===== src/rtl/cpu_run_dump_if.sv =====
// Dump stream interface: one word per valid/ready handshake.
interface cpu_run_dump_if #(
  parameter int unsigned DATA_W = 19,
  parameter int unsigned MEM_AW = 6
);
  logic              dump_valid;
  logic              dump_ready;
  logic [DATA_W-1:0] dump_data;
  logic              dump_is_mem;
  logic [MEM_AW-1:0] dump_addr;
  logic              dump_last;

  modport master (
    output dump_valid, dump_data, dump_is_mem, dump_addr, dump_last,
    input  dump_ready
  );

  modport slave (
    input  dump_valid, dump_data, dump_is_mem, dump_addr, dump_last,
    output dump_ready
  );
endinterface


===== src/rtl/cpu_run_dump.sv =====
// Run controller and state dumper for the 19-bit CPU.
// Holds the CPU in reset, runs it for a bounded budget or until halt, then
// streams the register file and (when CPU_RUN_DUMP_MEM_EN is defined) the
// data memory over the dump interface. All outputs are registered.
module cpu_run_dump #(
  parameter int unsigned DATA_W       = 19,
  parameter int unsigned REG_COUNT    = 8,
  parameter int unsigned REG_AW       = 3,
  parameter int unsigned MEM_DEPTH    = 64,
  parameter int unsigned MEM_AW       = 6,
  parameter int unsigned RESET_CYCLES = 1,
  parameter int unsigned RUN_CYCLES   = 100
) (
  input  logic              clk,
  input  logic              reset,
  input  logic              start,
  input  logic              cpu_halted,
  output logic              cpu_reset,
  output logic              cpu_clk_en,
  output logic [REG_AW-1:0] dbg_reg_addr,
  input  logic [DATA_W-1:0] dbg_reg_data,
  output logic [MEM_AW-1:0] dbg_mem_addr,
  input  logic [DATA_W-1:0] dbg_mem_data,
  cpu_run_dump_if.master    dump,
  output logic              busy,
  output logic              done,
  output logic [31:0]       run_count
);

  localparam int unsigned RC_W  = $clog2(RESET_CYCLES + 1);
  localparam int unsigned IDX_W = (MEM_AW > REG_AW) ? MEM_AW : REG_AW;

  typedef enum logic [2:0] {
    IDLE, RST, RUN, REG_RD, REG_OUT, MEM_RD, MEM_OUT, DONE
  } state_t;

  state_t            state_q, state_d;
  logic [RC_W-1:0]   cnt_q, cnt_d;
  logic [IDX_W-1:0]  idx_q, idx_d;
  logic [31:0]       run_count_q, run_count_d;
  logic [REG_AW-1:0] reg_addr_q, reg_addr_d;
  logic [MEM_AW-1:0] mem_addr_q, mem_addr_d;
  logic              valid_q, valid_d;
  logic [DATA_W-1:0] data_q, data_d;
  logic              is_mem_q, is_mem_d;
  logic [MEM_AW-1:0] addr_q, addr_d;
  logic              last_q, last_d;
  logic              cpu_reset_q, cpu_reset_d;
  logic              clk_en_q, clk_en_d;
  logic              busy_q, busy_d;
  logic              done_q, done_d;

`ifndef CPU_RUN_DUMP_MEM_EN
  // Memory phase is compiled out; its read data and depth have no consumer.
  logic unused_mem;
  assign unused_mem = ^{dbg_mem_data, 32'(MEM_DEPTH)};
`endif

  // State and registered output flops.
  always_ff @(posedge clk or negedge reset) begin
    if (!reset) begin
      state_q     <= IDLE;
      cnt_q       <= '0;
      idx_q       <= '0;
      run_count_q <= '0;
      reg_addr_q  <= '0;
      mem_addr_q  <= '0;
      valid_q     <= 1'b0;
      data_q      <= '0;
      is_mem_q    <= 1'b0;
      addr_q      <= '0;
      last_q      <= 1'b0;
      cpu_reset_q <= 1'b1;
      clk_en_q    <= 1'b0;
      busy_q      <= 1'b0;
      done_q      <= 1'b0;
    end else begin
      state_q     <= state_d;
      cnt_q       <= cnt_d;
      idx_q       <= idx_d;
      run_count_q <= run_count_d;
      reg_addr_q  <= reg_addr_d;
      mem_addr_q  <= mem_addr_d;
      valid_q     <= valid_d;
      data_q      <= data_d;
      is_mem_q    <= is_mem_d;
      addr_q      <= addr_d;
      last_q      <= last_d;
      cpu_reset_q <= cpu_reset_d;
      clk_en_q    <= clk_en_d;
      busy_q      <= busy_d;
      done_q      <= done_d;
    end
  end

  // Next-state and next-output logic; CPU controls decode from the next state.
  always_comb begin
    state_d     = state_q;
    cnt_d       = cnt_q;
    idx_d       = idx_q;
    run_count_d = run_count_q;
    reg_addr_d  = reg_addr_q;
    mem_addr_d  = mem_addr_q;
    valid_d     = valid_q;
    data_d      = data_q;
    is_mem_d    = is_mem_q;
    addr_d      = addr_q;
    last_d      = last_q;

    case (state_q)
      IDLE, DONE: begin
        if (start) begin
          state_d     = RST;
          cnt_d       = RC_W'(RESET_CYCLES);
          run_count_d = '0;
        end
      end
      RST: begin
        if (cnt_q <= RC_W'(1)) state_d = RUN;
        else                   cnt_d   = cnt_q - RC_W'(1);
      end
      RUN: begin
        run_count_d = (&run_count_q) ? run_count_q : run_count_q + 32'd1;
        if (run_count_d >= RUN_CYCLES || cpu_halted) begin
          state_d    = REG_RD;
          idx_d      = '0;
          reg_addr_d = '0;
        end
      end
      REG_RD: begin
        // Address was presented last cycle; read data is valid now.
        state_d  = REG_OUT;
        valid_d  = 1'b1;
        data_d   = dbg_reg_data;
        is_mem_d = 1'b0;
        addr_d   = MEM_AW'(idx_q);
`ifdef CPU_RUN_DUMP_MEM_EN
        last_d   = 1'b0;
`else
        last_d   = (idx_q == IDX_W'(REG_COUNT - 1));
`endif
      end
      REG_OUT: begin
        if (dump.dump_ready) begin
          valid_d = 1'b0;
          last_d  = 1'b0;
          if (idx_q == IDX_W'(REG_COUNT - 1)) begin
`ifdef CPU_RUN_DUMP_MEM_EN
            state_d    = MEM_RD;
            idx_d      = '0;
            mem_addr_d = '0;
`else
            state_d    = DONE;
`endif
          end else begin
            state_d    = REG_RD;
            idx_d      = idx_q + IDX_W'(1);
            reg_addr_d = REG_AW'(idx_q + IDX_W'(1));
          end
        end
      end
`ifdef CPU_RUN_DUMP_MEM_EN
      MEM_RD: begin
        state_d  = MEM_OUT;
        valid_d  = 1'b1;
        data_d   = dbg_mem_data;
        is_mem_d = 1'b1;
        addr_d   = MEM_AW'(idx_q);
        last_d   = (idx_q == IDX_W'(MEM_DEPTH - 1));
      end
      MEM_OUT: begin
        if (dump.dump_ready) begin
          valid_d = 1'b0;
          last_d  = 1'b0;
          if (idx_q == IDX_W'(MEM_DEPTH - 1)) begin
            state_d = DONE;
          end else begin
            state_d    = MEM_RD;
            idx_d      = idx_q + IDX_W'(1);
            mem_addr_d = MEM_AW'(idx_q + IDX_W'(1));
          end
        end
      end
`endif
      default: state_d = IDLE;
    endcase

    cpu_reset_d = (state_d == IDLE) || (state_d == RST);
    clk_en_d    = (state_d == RST) || (state_d == RUN);
    busy_d      = (state_d != IDLE) && (state_d != DONE);
    done_d      = (state_d == DONE);
  end

  assign cpu_reset        = cpu_reset_q;
  assign cpu_clk_en       = clk_en_q;
  assign dbg_reg_addr     = reg_addr_q;
  assign dbg_mem_addr     = mem_addr_q;
  assign dump.dump_valid  = valid_q;
  assign dump.dump_data   = data_q;
  assign dump.dump_is_mem = is_mem_q;
  assign dump.dump_addr   = addr_q;
  assign dump.dump_last   = last_q;
  assign busy             = busy_q;
  assign done             = done_q;
  assign run_count        = run_count_q;

endmodule


===== src/flat_wrapper.sv =====
// flat-port wrapper written by rule: the top's interface ports become plain ports
module cpu_run_dump_flat 
#(
  parameter int unsigned DATA_W       = 19,
  parameter int unsigned REG_COUNT    = 8,
  parameter int unsigned REG_AW       = 3,
  parameter int unsigned MEM_DEPTH    = 64,
  parameter int unsigned MEM_AW       = 6,
  parameter int unsigned RESET_CYCLES = 1,
  parameter int unsigned RUN_CYCLES   = 100
)
  (clk, reset, start, cpu_halted, cpu_reset, cpu_clk_en, dbg_reg_addr, dbg_reg_data, dbg_mem_addr, dbg_mem_data, busy, done, run_count, dump_dump_valid, dump_dump_data, dump_dump_is_mem, dump_dump_addr, dump_dump_last, dump_dump_ready);
  cpu_run_dump_if #(.DATA_W(DATA_W), .MEM_AW(MEM_AW)) dump_i ();
  input  logic clk;
  input  logic reset;
  input  logic start;
  input  logic cpu_halted;
  output logic cpu_reset;
  output logic cpu_clk_en;
  output logic [REG_AW-1:0] dbg_reg_addr;
  input  logic [DATA_W-1:0] dbg_reg_data;
  output logic [MEM_AW-1:0] dbg_mem_addr;
  input  logic [DATA_W-1:0] dbg_mem_data;
  output logic busy;
  output logic done;
  output logic [31:0] run_count;
  output wire logic [$bits(dump_i.dump_valid)-1:0] dump_dump_valid;
  output wire logic [$bits(dump_i.dump_data)-1:0] dump_dump_data;
  output wire logic [$bits(dump_i.dump_is_mem)-1:0] dump_dump_is_mem;
  output wire logic [$bits(dump_i.dump_addr)-1:0] dump_dump_addr;
  output wire logic [$bits(dump_i.dump_last)-1:0] dump_dump_last;
  input wire logic [$bits(dump_i.dump_ready)-1:0] dump_dump_ready;
  assign dump_dump_valid = dump_i.dump_valid;
  assign dump_dump_data = dump_i.dump_data;
  assign dump_dump_is_mem = dump_i.dump_is_mem;
  assign dump_dump_addr = dump_i.dump_addr;
  assign dump_dump_last = dump_i.dump_last;
  assign dump_i.dump_ready = dump_dump_ready;
  cpu_run_dump #(.DATA_W(DATA_W), .REG_COUNT(REG_COUNT), .REG_AW(REG_AW), .MEM_DEPTH(MEM_DEPTH), .MEM_AW(MEM_AW), .RESET_CYCLES(RESET_CYCLES), .RUN_CYCLES(RUN_CYCLES)) u_core (.clk(clk), .reset(reset), .start(start), .cpu_halted(cpu_halted), .cpu_reset(cpu_reset), .cpu_clk_en(cpu_clk_en), .dbg_reg_addr(dbg_reg_addr), .dbg_reg_data(dbg_reg_data), .dbg_mem_addr(dbg_mem_addr), .dbg_mem_data(dbg_mem_data), .dump(dump_i), .busy(busy), .done(done), .run_count(run_count));
endmodule

===== config.mk =====
export PLATFORM = sky130hd
export DESIGN_NAME = cpu_run_dump_flat
export DESIGN_NICKNAME = d
export VERILOG_FILES = /design/src/rtl/cpu_run_dump_if.sv /design/src/rtl/cpu_run_dump.sv /design/src/flat_wrapper.sv
export SDC_FILE = /design/constraint.sdc
export NUM_CORES = 1
export LEC_CHECK = 0
export BUFFER_PORTS_ARGS = -buffer_cell sky130_fd_sc_hd__buf_2
export CELL_PAD_IN_SITES_DETAIL_PLACEMENT = 0
export CELL_PAD_IN_SITES_GLOBAL_PLACEMENT = 1
export CORE_UTILIZATION = 37
export CTS_BUF_LIST = sky130_fd_sc_hd__clkbuf_8
export DETAILED_ROUTE_END_ITERATION = 10
export HOLD_SLACK_MARGIN = 0.03
export PLACE_DENSITY = 0.9
export SLEW_MARGIN = 20
export SYNTH_ARGS = -nofsm -noshare
export SYNTH_HDL_FRONTEND = slang
export SYNTH_SLANG_ARGS = --single-unit

===== constraint.sdc =====
create_clock -name clk -period 2.43 [get_ports clk]
set_input_delay 0.243 -clock clk [delete_from_list [all_inputs] [get_ports clk]]
set_output_delay 0.243 -clock clk [all_outputs]
set_load 0.03 [all_outputs]

**After elaboration in Yosys (flattened, before gate mapping)**

Cells that the tools add are included.

- Memories: 0
- Logic and storage cells: 73
- Memory bits (writable): 0
- Register bits: 76
- Memory bits (read-only): 0
- Bits of input ports: 43
- Bits in latches: 0

- Magnitude comparators: 2
- Reductions and logical operators: 17
- Bitwise logic cells: 0
- Shifts and indexed selects: 0
- Multipliers: 0
- $add $sub $neg: 3
- Equal/unequal tests: 15
- Mux-type cells: 23
- Div/mod/pow operators: 0

Operators with widths:

| kind | count |
|---|---|
| $mux 32 | 2 |
| $pmux 32 s2 | 1 |
| $add 32x1->32 const B | 1 |
| $ge 32x7->1 const B | 1 |
| $reduce_and 32->1 | 1 |
| $mux 3 | 8 |
| $mux 6 | 3 |
| $pmux 3 s5 | 1 |
| $pmux 6 s2 | 1 |
| $eq 3x2->1 const B | 3 |
| $eq 3x3->1 const B | 3 |
| $ne 2x2->1 const B | 4 |
| $reduce_bool 2->1 | 4 |
| $add 6x1->6 const B | 1 |
| $eq 3x1->1 const B | 2 |
| $eq 6x3->1 const B | 1 |
| $logic_not 3->1 | 2 |
| $pmux 1 s2 | 3 |
| $pmux 3 s2 | 1 |
| $reduce_and 2->1 | 2 |
| $reduce_and 4->1 | 1 |
| $logic_or 1x1->1 | 3 |
| $mux 1 | 3 |
| $ne 3x3->1 const B | 1 |
| 7 further kinds | 7 |

**Logic depth before layout (Yosys ltp)**

Gate-level depths: netlist (run 1).

- Depth after elaboration: 8
- Gate-level depth with buffers: 10
- Gate-level depth less buffers: 8

**Worst setup path after synthesis (run 1)**

OpenSTA, ideal clock, no wires.

- Path type: register to register
- From: register u_core.run_count_q[0], in the netlist u_core.run_count[0]
- To: register u_core.idx_q[2]
- Setup time: 0.086 ns
- Clock period less this slack: 2.844 ns
- Cell stages (with the launch flop): 11
- Slack: -0.414 ns
- Arrival: 2.758 ns
- Path buffers: 2
- Cell sequence: dfrtp_1 ha_1 buf_2 nand3_1 or4_1 buf_2 a2111o_1 a21boi_1 and4_2 a21oi_2 nor3_1

- Longest elaborated chain between the ends: 6
- Elaborated cells on any way between the ends: 7

RTL lines:

| element | RTL line | RTL |
|---|---|---|
| start: declaration | cpu_run_dump.sv:40 | `logic [31:0] run_count_q, run_count_d;` |
| start signal: assignment | cpu_run_dump.sv:81 | `run_count_q <= run_count_d;` |
| $add 32x1->32 / $reduce_and 32->1 (equally long branches) | cpu_run_dump.sv:123 | `run_count_d = (&run_count_q) ? run_count_q : run_count_q + 32'd1;` |
| $mux 32 * | cpu_run_dump.sv:123 |  |
| $ge 32x7->1 * | cpu_run_dump.sv:124 | `if (run_count_d >= RUN_CYCLES \|\| cpu_halted) begin` |
| $logic_or 1x1->1 * | cpu_run_dump.sv:124 |  |
| $ne 2x1->1 (no line) * | - |  |
| $reduce_and 4->1 (no line) * | - |  |
| end signal: assignment | cpu_run_dump.sv:80 | `idx_q <= idx_d;` |
| end: declaration | cpu_run_dump.sv:39 | `logic [IDX_W-1:0] idx_q, idx_d;` |

Mark *: on every way between the ends. The rest lies on a longest branch, timed or not.
A chain may end at the register's enable or synchronous reset.

**Final worst setup path (run 1)**

- From: register u_core.run_count_q[12], in the netlist u_core.run_count[12]
- To: register u_core.idx_q[4]

Same word-level chain as after synthesis.

==> out/qor.txt, run 1 <==
Cell taking the most area after synthesis: dfrtp_1
Post-synthesis simple-gate area fraction: 24.90%
Max Slew Vio Count: 0
Port Buffers: 89
RSZ-0062 raised after global routing: true
Xor-xnor portion of the synthesized cell area: 1.555%
Largest family of logic cells by synthesized area: simple AND/OR/NAND/NOR gates
Final Power: 0.005127 W
Diodes inserted: 0
Core Region: 11660 um^2
Area growth syn-to-layout: 28.73%
Reg2Reg Setup Slack: 0.04 ns
Setup crit start kind: register
Sink Count: 72
Initial Utilization: 38.64%
Largest net degree at the start of global routing: 42
Number of remaining DRC errors: 0
# H-tree levels: 3
GR Util All Layers: 21.90%
Clk network pwr share: 18.8%
Ys flop type: dfrtp_1
Clock Skews: 0.01191 ns
Final min period: 2.390 ns
Crit-path max cell delay: 0.58 ns
Critical path origin: u_core.run_count[12]
Logic pwr share: 47.8%
DP Area: 5523 um^2
Largest cells by area after synthesis: dfrtp_1 (39%), mux2_2 (6.7%), o21ai_0 (5.0%)
Switching Fraction: 44.27%
DRT Pass-1 Iters: 5
Pwr per Cell Area: 883.7 nW/um^2
DRT antenna net count: 0
Clock root buffer: clkbuf_8
Vias in the first global route: 4398
Die Area: 12630 um^2
Final net count: 695
Layout cells sized above 1: 38.78%
FP Rows: 39
Cts bufs inserted: 9
I/O Pins: 116
First-pass GRT wire length: 22.02 mm
Layout Utilization: 49.75%
Final setup fails: 0
Final instance area: 5802 um^2
CP endpoint kind: register
Max-capacitance violation count: 0
Worst-path cell chain: nand4_1, or3_1, or4_1, a2bb2oi_2, and4_4, a21oi_2, nor3_1
Worst Path Class, Setup: reg2reg
Hold_sp: dbg_reg_data[18]
Mapped Area: 4507 um^2
Adder-cell share of the synthesized area: 0.5552%
CP Data Arrival Time: 2.67 ns
Psw: 0.002270 W
Worst skew pair latency: 0.37 ns
Critical Path Fanout Max: 4
Vias per cell: 5.835
Routed length per instance: 16.72 um
Register area share after synthesis: 40.01%
Initial antenna violation count: 0
Gpl congestion: 0.9356
Starting DRC count in detailed routing: 332
Synthesized flop and latch total: 72
Post-synth EDFFs: 0
Detail Placement HPWL: 9.630 mm
P_int: 0.002857 W
Die Wd: 112.4 um
Final Hold Vio Count: 0
Crit path required time: 2.71 ns
Total length of routed wires: 13.34 mm
Top cell type's share of synthesized area: 39.42%
Tcrit/Tclk final: 98.37%
Ys Warns: 0
Sequential Power Share: 33.4%
Average size of a mapped cell: 8.634 um^2
Post-synthesis async set-or-reset flop share: 100.0%
Grt total ovfl: 0
Hold Crit Class: in2reg
Cells after synthesis: 522
VDD IR max: 0.4663 mV
Compound-Gate Fraction of Synth Area: 19.18%
Die height: 112.4 um
R2r startpoint: u_core.run_count[12]
Mux share of post-synthesis cell area: 7.635%
Max Freq: 418.4 MHz
Filler cells: 1115
Pleak: 2.692 nW
Outcome: completed
Distinct cells, synth: 64
Total number of vias: 4656
Worst-path clk slew: 0.08 ns
CTS tree: yes
Slowest CP cell: or4_1
CTS max path bufs: 2
-- sequential cells by signal (all words and copies together), names as in the netlist --
register,cells
u_core.dump.dump_addr,6
u_core.dbg_reg_addr,2
u_core.state_q,3
u_core.dump.dump_valid,1
u_core.cpu_clk_en,1
u_core.dump.dump_last,1
u_core.dump.dump_data,19
u_core.done,1
u_core.run_count,32
u_core.cpu_reset,1
u_core.busy,1
u_core.idx_q,4
-- Yosys cell counts, types with 12 or more instances --
| master | number |
|---|---|
| a21oi_1 | 24 |
| o21ai_0 | 45 |
| nor2_1 | 44 |
| nand3_1 | 28 |
| nor3_1 | 21 |
| dfrtp_1 | 71 |
| clkbuf_1 | 29 |
| buf_2 | 12 |
| a31oi_1 | 14 |
| nand2_1 | 49 |
| mux2_2 | 27 |
| nand4_1 | 18 |
-- placed cells by master, fill, tap and decap left out, types with 3 or more instances in the layout --
cell	synthesis	routed
a21o_1	4	4
a21oi_1	24	24
a22o_1	3	3
a31o_2	3	3
a31oi_1	14	14
and2_1	8	7
and3_1	8	8
and4_2	1	3
buf_2	12	89
buf_4	10	70
clkbuf_8	0	9
conb_1	1	7
dfrtp_1	71	49
dfrtp_2	0	22
inv_1	8	9
mux2_2	27	27
mux2i_1	4	4
nand2_1	49	48
nand2b_1	3	3
nand3_1	28	27
nand3b_1	6	6
nand4_1	18	18
nor2_1	44	44
nor3_1	21	19
nor4_1	5	4
nor4_2	2	3
o21a_1	3	3
o21ai_0	45	45
o21ai_1	5	5
o22ai_1	3	3
xnor2_1	4	4
xor2_1	4	4
-- logic make-up (layout without fill, tap and decap cells) --
| kind of cell | after synthesis | after routing |
|---|---|---|
| other cells | 1 | 7 |
| simple gates | 213 | 213 |
| compound gates | 136 | 136 |
| fa+ha+maj | 2 | 2 |
| flops | 72 | 72 |
| mux | 31 | 31 |
| xor+xnor | 8 | 8 |
| buf+inv | 59 | 186 |
-- layout make-up --
type / count / area [um^2] / area share, %
repair buffers: 162 / 1021 / 17.60
multi-input cells: 397 / 2546 / 43.89
well taps: 143 / 178.9 / 3.084
clock buffers: 9 / 123.9 / 2.135
flip-flops and latches: 72 / 1831 / 31.55
inverters: 8 / 30.03 / 0.5176
clock inverters: 7 / 71.32 / 1.229
-- what timing repair did --
item | CTS | global route
endpoints found under the setup margin | 0 | 8
hold endpoints to repair | 15 | 0
gates resized for setup | 0 | 13
hold buffers | 1 | 0
buffers inserted | 0 | 3
-- worst paths after layout --
check | endpoint | depth (start not counted)
min | u_core.dump.dump_data[18] | 2
min reg2reg | u_core.dump.dump_data[3] | 1
max | u_core.idx_q[4] | 7
max in group asynchronous | u_core.cpu_reset | 3
max reg2reg | u_core.idx_q[4] | 7
min in group asynchronous | u_core.idx_q[3] | 2
-- critical path: cells and delay by family (launching register included) --
family           cells  cell delay, ns
AND/OR/NAND/NOR      5            1.63
flip-flops           1            0.37
AO/OA/AOI/OAI        2            0.29
-- layer usage --
layer | wire (um) | vias to the layer above | global-route usage, % | share of wire, %
li1 | - | 2165 | - | -
met1 | 5891 | 2245 | 28.37 | 44
met2 | 6248 | 203 | 35.82 | 47
met3 | 811 | 43 | 4.752 | 6.1
met4 | 391 | 0 | 8.533 | 2.9
met5 | 0 | - | 0 | 0
-- power by group through the flow --
stage	Sequential, W	Combinational [W]	Clock (W)
after CTS	0.00172	0.00244	0.000985
final	0.00171	0.00245	0.000963
after detailed placement	0.00174	0.00244	0
after global placement	0.00172	0.00238	0
after floorplan	0.00223	0.00127	0
after global routing	0.00175	0.00268	0.00106
-- metrics by stage --
| stage | cells | hold slack (ns) | TNS (ns) | setup WS [ns] |
|---|---|---|---|---|
| after CTS | 795 | 0.09795 | 0 | 0.005613 |
| after global routing | 798 | 0.09768 | -0.1454 | -0.07133 |
| final | 798 | 0.1139 | 0 | 0.03970 |
| after global placement | 778 | 0.1855 | 0 | 0.01939 |
| after floorplan | 528 | -0.05259 | 0 | 0.005882 |
| after detailed placement | 778 | 0.1908 | 0 | 0.03445 |
(Power assumes the default switching activity.)
==> run 2, diff against run 1 <==
--- a/config.mk
+++ b/config.mk
@@ -12,7 +12,7 @@
 export CTS_BUF_LIST = sky130_fd_sc_hd__clkbuf_8
 export DETAILED_ROUTE_END_ITERATION = 10
 export HOLD_SLACK_MARGIN = 0.03
-export PLACE_DENSITY = 0.9
+export PLACE_DENSITY_LB_ADDON = 0.1
 export SLEW_MARGIN = 20
 export SYNTH_ARGS = -nofsm -noshare
 export SYNTH_HDL_FRONTEND = slang
==> out/qor.txt, run 2 (synthesis results as in run 1) <==
Layout Utilization: 51.23% (+1.5 points)
Starting DRC count in detailed routing: 291 (-12%)
DRT Pass-1 Iters: 5 (unchanged)
Largest net degree at the start of global routing: 46 (+9.5%)
Total length of routed wires: 13.92 mm (+4.3%)
VDD IR max: 0.3843 mV (-18%)
Area growth syn-to-layout: 32.57%
Worst-Margin Slew: 0.6760 ns
CTS tree: yes
Final min period: 2.345 ns (-0.04528 ns)
GR Util All Layers: 22.66% (+0.76 points)
Pleak: 2.778 nW (+3.2%)
Grt total ovfl: 0 (unchanged)
Max Slew Vio Count: 0 (unchanged)
Diodes inserted: 0 (unchanged)
Sink Count: 72 (unchanged)
Crit path required time: 2.74 ns (+0.03 ns)
Max-capacitance violation count: 0 (unchanged)
Routed length per instance: 17.23 um (+3.0%)
Detail Placement HPWL: 10.20 mm (+5.9%)
Worst skew pair latency: 0.39 ns (+0.02 ns)
Setup crit start kind: register
CTS max path bufs: 2 (unchanged)
Max FFs per register: 32 (unchanged)
Outcome: completed
Final setup fails: 0 (unchanged)
Worst-path clk slew: 0.08 ns (about the same)
Die height: 112.4 um (unchanged)
DRT antenna net count: 0 (unchanged)
Die Wd: 112.4 um (unchanged)
# H-tree levels: 3 (unchanged)
Commonest non-fill, non-tap cells in the layout: buf_2 (88), buf_4 (79), dfrtp_1 (49)
Tcrit/Tclk final: 96.50% (-1.9 points)
Filler cells: 1132 (+1.5%)
Max Freq: 426.4 MHz (+1.9%)
Core Region: 11660 um^2 (unchanged)
Vias in the first global route: 4229 (-3.8%)
Layout cells sized above 1: 41.80% (+3.0 points)
FP Rows: 39 (unchanged)
Hold_sp: dbg_reg_data[7]
Port Buffers: 89 (unchanged)
CP Data Arrival Time: 2.65 ns (-0.02 ns)
Vias per cell: 5.698 (-2.3%)
First-pass GRT wire length: 22.36 mm (+1.6%)
Critical Path Fanout Max: 7 (+3)
Total number of vias: 4604 (-1.1%)
Final Hold Vio Count: 0 (unchanged)
Final net count: 705 (+1.4%)
Clock Skews: 0.01861 ns (+0.006693 ns)
Cts bufs inserted: 9 (unchanged)
Dpl ws: 0.01329 ns (-0.02116 ns)
Pwr per Cell Area: 877.8 nW/um^2 (-0.67%)
Clock root buffer: clkbuf_8
Worst Path Class, Setup: reg2reg
I/O Pins: 116 (unchanged)
CP endpoint kind: register
Initial antenna violation count: 0 (unchanged)
Number of remaining DRC errors: 0 (unchanged)
Relative slew slack: 54.93%
Initial Utilization: 38.64% (unchanged)
Worst setup margin: 0.08497 ns (+0.04528 ns)
R2r startpoint: u_core.run_count[10]
Gpl congestion: 0.9055 (-3.2%)
Commonest non-fill, non-tap cell in the layout: buf_2
Critical path origin: u_core.run_count[10]
Hold Crit Class: in2reg
Die Area: 12630 um^2 (unchanged)
run 2: cell count changes in the layout (fill, tap and decap cells not counted), moves of 2 or more:
cell | before | now
nand2_2 | 1 | 4
nand2_1 | 48 | 45
and3_4 | 0 | 2
a31oi_2 | 0 | 2
and3_1 | 8 | 6
a31oi_1 | 14 | 12
nor4_4 | 1 | 3
buf_4 | 70 | 79
run 2: report_power, final:
group | leakage (nW) | total [W] | internal [W] | switching, W
logic | 1.79 | 0.00252 | 0.000925 | 0.00159
clock network | 0.0928 | 0.000995 | 0.000473 | 0.000521
registers | 0.899 | 0.00173 | 0.00151 | 0.000220
total | 2.78 | 0.00524 | 0.00291 | 0.00234
run 2: worst paths after layout:
| check | endpoint | slack (ns) | depth (start not counted) |
|---|---|---|---|
| worst max-delay path | u_core.dbg_reg_addr[1] | 0.08 | 9 |
| worst min-delay path | u_core.dump.dump_data[7] | 0.09 | 2 |
| worst max register to register | u_core.dbg_reg_addr[1] | 0.08 | 9 |
| worst min register to register | u_core.dump.dump_data[1] | 0.50 | 1 |
| max in group asynchronous | u_core.cpu_reset | 1.48 | 3 |
| min in group asynchronous | u_core.dump.dump_data[6] | 0.33 | 2 |
run 2: cell type report:
cell class                 count  area (um^2)  area share, %
multi-input combinational    397         2623          43.90
sequential                    72         1831          30.64
timing repair buffer         172         1115          18.66
tap                          143        178.9          2.995
clock buffer                   9        123.9          2.073
clock inverter                 7        73.82          1.236
inverter                       8        30.03         0.5026
run 2: worst max-delay path, stage by stage, from the launching register on:
cell	delay, ns
dfrtp_2	0.45
nand4_4	0.19
nor4_4	0.31
buf_4	0.19
nand4_1	0.14
a21o_1	0.22
a2111oi_4	0.38
buf_4	0.19
nand3_2	0.07
o21ai_2	0.14
run 2: per-stage QoR:
step                TNS (ns)  power [W]  std cells  hold slack [ns]  cell area, um^2
finish                     0   0.005244        808          0.09414             5974
detailed placement         0   0.004259        783           0.2025             5575
global placement           0   0.004199        783           0.2019             5575
floorplan                  0   0.003496        528         -0.05259             4649
global route        -0.09906   0.005568        808          0.08461             5974
CTS                        0   0.005263        800          0.08058             5784
run 2: timing repair:
action / CTS / global route
hold buffers: 1 / 0
setup endpoints to repair: 3 / 8
gates resized for setup: 1 / 32
cloned: 0 / 0
setup buffers: 0 / 8
hold endpoints to repair: 27 / 0
pin swaps: 0 / 12
run 2: per-layer routing:
metal / GRT usage, % / vias up / share of wire, %
met5: 0 / - / 0
met4: 9.244 / 0 / 1.4
met1: 31.01 / 2253 / 47
met3: 3.240 / 12 / 4.9
met2: 36.07 / 154 / 47
li1: - / 2185 / -
